`src/rtl/instr_fetch_stage.sv`:
```
// Instruction fetch stage: issues one word request at a time, holds the returned
// instruction with its pc and decoded fields until downstream consumes it.
module instr_fetch_stage #(
    parameter logic [31:0] RESET_PC = 32'h0000_0000
) (
    input  logic        clk,
    input  logic        reset,
    output logic        imem_req,
    output logic [31:0] imem_addr,
    input  logic        imem_ack,
    input  logic [31:0] imem_rdata,
    input  logic        stall,
    input  logic        redirect,
    input  logic [31:0] redirect_pc,
    output logic        instr_valid,
    output logic [31:0] instr,
    output logic [31:0] pc,
    output logic [31:0] pc_plus4,
    output logic [5:0]  opcode,
    output logic [4:0]  rs,
    output logic [4:0]  rt,
    output logic [4:0]  rd,
    output logic [4:0]  shamt,
    output logic [5:0]  funct,
    output logic [15:0] immediate,
    output logic [25:0] jaddr
);

    typedef enum logic [1:0] {
        FETCH,
        WAIT,
        HOLD
    } state_t;

    localparam logic [31:0] RESET_PC_W = RESET_PC & 32'hFFFF_FFFC;

    state_t      state;
    logic [31:0] fetch_pc;
    logic [31:0] req_addr;
    logic        kill;
    logic [31:0] target;

    assign target   = redirect_pc & 32'hFFFF_FFFC;
    assign pc_plus4 = pc + 32'd4;

    // req_addr freezes the in-flight address so a redirect during WAIT only
    // retargets fetch_pc and never disturbs the outstanding request.
    assign imem_req  = !reset && (state != HOLD);
    assign imem_addr = (state == FETCH) ? fetch_pc : req_addr;

    always_ff @(posedge clk) begin
        if (reset) begin
            state       <= FETCH;
            fetch_pc    <= RESET_PC_W;
            req_addr    <= RESET_PC_W;
            pc          <= RESET_PC_W;
            instr       <= 32'd0;
            instr_valid <= 1'b0;
            kill        <= 1'b0;
        end else begin
            case (state)
                FETCH, WAIT: begin
                    if (state == FETCH) begin
                        req_addr <= fetch_pc;
                    end
                    if (redirect) begin
                        fetch_pc <= target;
                    end
                    // An ack that races a redirect, or returns for a killed
                    // request, is dropped and fetching restarts at fetch_pc.
                    if (imem_ack) begin
                        if (redirect || kill) begin
                            kill  <= 1'b0;
                            state <= FETCH;
                        end else begin
                            instr       <= imem_rdata;
                            pc          <= imem_addr;
                            instr_valid <= 1'b1;
                            state       <= HOLD;
                        end
                    end else begin
                        if (redirect) begin
                            kill <= 1'b1;
                        end
                        state <= WAIT;
                    end
                end
                HOLD: begin
                    if (!stall) begin
                        fetch_pc    <= redirect ? target : pc_plus4;
                        instr_valid <= 1'b0;
                        state       <= FETCH;
                    end
                end
                default: begin
                    state <= FETCH;
                end
            endcase
        end
    end

    assign opcode    = instr[31:26];
    assign rs        = instr[25:21];
    assign rt        = instr[20:16];
    assign rd        = instr[15:11];
    assign shamt     = instr[10:6];
    assign funct     = instr[5:0];
    assign immediate = instr[15:0];
    assign jaddr     = instr[25:0];

endmodule

```
`config.mk`:
```
export PLATFORM = sky130hd
export DESIGN_NAME = instr_fetch_stage
export DESIGN_NICKNAME = d
export VERILOG_FILES = /design/src/rtl/instr_fetch_stage.sv
export SDC_FILE = /design/constraint.sdc
export NUM_CORES = 1
export LEC_CHECK = 0
export ABC_AREA = 1
export CAP_MARGIN = 20
export CORE_MARGIN = 2
export CORE_UTILIZATION = 43
export DETAILED_ROUTE_END_ITERATION = 7
export PLACE_DENSITY = 0.78
export SLEW_MARGIN = 20
export SYNTH_ARGS = -nofsm -noshare
export SYNTH_HDL_FRONTEND = slang
export SYNTH_SLANG_ARGS = --single-unit
```
`constraint.sdc`:
```
create_clock -name clk -period 1.9 [get_ports clk]
set_input_delay 0.57 -clock clk [delete_from_list [all_inputs] [get_ports clk]]
set_output_delay 0.57 -clock clk [all_outputs]
set_load 0.05 [all_outputs]
```
* Word-level counts from Yosys, hierarchy flattened
Cells that the tools add are included.
** Storage, ports and cells
- Register bits after elaboration :: 132
- Input port bits :: 69
- Output and inout port bits :: 204
- Logic and storage cells :: 44
** Operators by class
- $add $sub $neg :: 1
- Equal/unequal tests :: 8
- Muxes and demuxes :: 16
- Bitwise gates (word level) :: 1
- Reduce and logical (&&, ||, !) cells :: 11
** Operators by type and width (count)
- 2-to-1 mux 32 bit :: 4
- one-hot mux 32 bit (2 select lines) :: 1
- adder 32 x 3 -> 32 bit, second input constant :: 1
- != test 2 bit, second input constant :: 5
- AND reduction 3 bit :: 3
- 2-to-1 mux 1 bit :: 6
- 2-to-1 mux 2 bit :: 3
- one-hot mux 2 bit (2 select lines) :: 1
- AND reduction 4 bit :: 1
- nonzero test 2 bit :: 2
- == test 2 x 1 -> 1 bit, second input constant :: 1
- == test 2 bit, second input constant :: 1
- zero test 2 bit :: 1
- != test 2 x 1 -> 1 bit, second input constant :: 1
- one-hot mux 1 bit (2 select lines) :: 1
- OR reduction 2 bit :: 1
- logical AND 1 bit :: 1
- zero test 1 bit :: 1
- logical OR 1 bit :: 1
- inverter 1 bit :: 1

* Logic depth before layout (Yosys ltp)
- Depth after elaboration :: 4
- Mapped depth :: 10
- Gate-level depth less buffers :: 10

* Worst setup path before layout
Ideal clock, no wire load.
- Path type :: reg2out
- Start point :: register pc[2]
- End point :: output port pc_plus4[15]
- Arrival :: 2.377 ns
- Data required time :: 1.330 ns
- Slack :: -1.047 ns
- Cell stages (with the launch flop) :: 6
- Buffers on the path :: 0
- Cells stage by stage :: dfxtp_1 -> inv_1 -> nor2_4 -> nand2_2 -> nor2_4 -> xor2_1
** Between the ends
- Longest elaborated chain between the ends :: 1
** Ends and longest elaborated chain
- start: declaration :: RTL line 17 : output logic [31:0] pc,
- start signal: assignment :: RTL line 77 : pc <= imem_addr;
- adder 32 x 3 -> 32 bit :: RTL line 44 : assign pc_plus4 = pc + 32'd4;
- end: declaration :: RTL line 18 : output logic [31:0] pc_plus4,
No other way between the ends.

* Final worst setup path
- Start point :: register pc[14]
- End point :: output port pc_plus4[27]
Same word-level chain as after synthesis.

==> metrics <==
# IOs=between 200 and 300; post-DP HPWL=15800 um; Flop pwr share=28.5%; number of synthesized flops with an enable pin=0; final-layout fill cell count=520; synth cell count leaders=182 x nand2_1, 132 x dfxtp_1, 130 x nor2_1; ys flop type=dfxtp_1; Post-synth ARST share=0%; YS warnings=0; DR vias=8658; die height=127 um; achievable frequency=353 MHz; fin crit period=2830 ps; Rel. slew slack=around 67%; die width=127 um; hold-fix buffers at CTS=0; WL met2=between 15000 and 20000 um; Top Metal Used=met4; first-pass iteration count of the detailed router=6; drt total wl=about 35000 um; Num Clock Sinks=132; Antenna Cells=0; starting density of the core=44.3%; Worst IR Drop VDD=0.822 mV; Worst Max-Slew Pin Slew=499 ps; PnR worst setup slack=-932 ps; Int Pwr=between 7 and 8 mW; area grow syn2layout=104%; Reg clk slew, reported paths=~70 ps; synthesized cell area=around 0.0065 mm2; Post-Route Setup TNS=-30170 ps; top cell type by total area after synthesis=dfxtp_1; initial antenna violation count=0; drt initial violations=974; Mean Syn Cell Area=between 6 and 7 um2; port bufs=270; final core occ=90.3%; first-pass GRT wire length=44800 um; metal1 wirelength=approximately 12000 um; Synth Instances=932; Core Box Area=0.0146 mm2; combinational share of power=41.9%; RSZ-0062 raised after global routing=yes; vias in the first global route=8126; Worst Path Class, Setup=flop to output port; FF-to-FF path depth=8; Worst EP required=1330 ps; Clock Tree Root=clkbuf_16; CTS tree=built; clock share of power=29.6%; Routed WL per cell=24.0 um; # setup viols final=65; Crit. End Element=output port; Final nets=1352; Distinct cells, synth=28; CTS Buf Count=17; number of remaining DRC errors=0; most frequent cell after synthesis=nand2_1; Clock Skew=12.0 ps; share of cells above drive strength 1=between 40% and 50%; switch share=38.2%; die area=0.0161 mm2; worst slack, placed=-251 ps; P_leak=6.00 nW; Overflow after GRT=0; FP Rows=44; routed vias/inst=roughly 5.9; flop and latch count out of synthesis=between 100 and 150; Cell Pwr Density=870 mW/mm2; CTS H-tree lvls=4; total track usage=35.7%; failing checks=negative setup slack; Critical Path Start Type=flop; CP arrival=2260 ps; top-area cell type share of the netlist area=between 40% and 50%; worst-skew pair later-pin latency=430 ps; ANT nets after route=0; Switch Pwr=4.39 mW; Hold Crit Class=input port to flop; final-report max-slew violation count=0; largest net degree at the start of global routing=98; post-synthesis sequential area ratio=between 40% and 50%; post-route clock period utilization=149%; Max-Cap Viols=0; CTS max path bufs=2; Critical Path Fanout Max=4; final hold violations=0; largest cells by area after synthesis=dfxtp_1 41%, nand2_1 11%, buf_4 9.0%, nor2_1 7.5%, o21ai_0 7.5%; Hold Path Stages=2; status=finished, violations left; WL met3=about 3900 um; Synthesized Nets=1002; routability cong.=0.886
## power groups by stage
stage | clock network, mW | logic [mW] | registers (mW)
3_3_place_gp | 0 | 3.89 | 3.24
6_report | 3.40 | 4.83 | 3.28
4_1_cts | 3.31 | 4.47 | 3.23
3_5_place_dp | 0 | 3.92 | 3.25
5_1_grt | 3.50 | 4.94 | 3.30
2_1_floorplan | 0 | 1.82 | 3.58
## layout make-up
type / instances / area [um2] / area share [%]
Multi-Input combinational cell: 573 / 3840 / 29.0
Clock buffer: 19 / 464 / 3.51
Inverter: 107 / 413 / 3.12
Tap cell: 184 / 230 / 1.74
Sequential cell: 132 / 2680 / 20.2
Timing Repair Buffer: 451 / 5470 / 41.4
Clock inverter: 12 / 130 / 0.984
## routing by layer
metal	track usage (%)	up-vias
met5	0	-
met4	19.4	0
met3	10.2	276
met2	64.0	812
met1	37.8	4047
li1	-	3523
## final timing paths
check	start	to	slack, ps
max reg2reg	pc[28]$_SDFFE_PP0P_	fetch_pc[31]$_SDFFE_PP0P_	-370
min reg2reg	instr_valid$_SDFFE_PP0P_	instr_valid$_SDFFE_PP0P_	500
min	reset	state[1]$_SDFFE_PP0P_	420
max	pc[14]$_SDFFE_PP0P_	pc_plus4[27]	-930
## critical path, cell delays in order (launching register included)
cell     delay (ps)
dfxtp_2         390
nand2_1         130
nor2_1          190
buf_4           140
nand2_1         170
nor2_1          300
nand3_1         220
nand2_4         140
buf_12          140
## stage by stage
step / power [mW] / hold WS [ps] / cell area, um2 / instances
2_1_floorplan: 5.40 / 464 / 6880 / 932
3_3_place_gp: 7.13 / 483 / 10900 / 1370
3_5_place_dp: 7.17 / 494 / 10900 / 1370
4_1_cts: 11.0 / 396 / 12800 / 1444
5_1_grt: 11.7 / 417 / 13200 / 1478
6_report: 11.5 / 419 / 13200 / 1478
## kinds of logic (layout without fill, tap and decap cells)
logic type / after synthesis / in the layout / share of synthesized area (%)
simple gates: 353 / 353 / 22.6
buf+inv: 227 / 589 / 18.2
compound gates: 199 / 199 / 15.4
flops: 132 / 132 / 40.7
xor+xnor: 15 / 15 / 2.03
mux: 5 / 5 / 0.772
fa+ha+maj: 1 / 1 / 0.193
## layout by cell type, fill, tap and decap left out, drive strengths merged
cell type,count
buf,386
a21oi,66
clkbuf,19
mux2i,5
xor2,11
nand2,186
clkinv,9
bufinv,2
clkinvlp,3
nor2,142
nor3,2
clkdlybuf4s50,65
or2,4
inv,105
o21ai,132
o2111ai,1
nand3,8
xnor2,4
dfxtp,132
ha,1
and2,4
nand3b,7
## state kept, by name, indices dropped and copies added (netlist names)
signal	cells
fetch_pc	32
req_addr	32
kill	1
instr	32
instr_valid	1
state	2
pc	32
## repair_timing
| item | in CTS | in global routing |
|---|---|---|
| gates cloned | 8 | 0 |
| endpoints found under the setup margin | 61 | 61 |
| buffers inserted | 35 | 50 |
| pin swaps | 19 | 45 |
| gates resized for setup | 195 | 97 |
(Power assumes the default switching activity.)
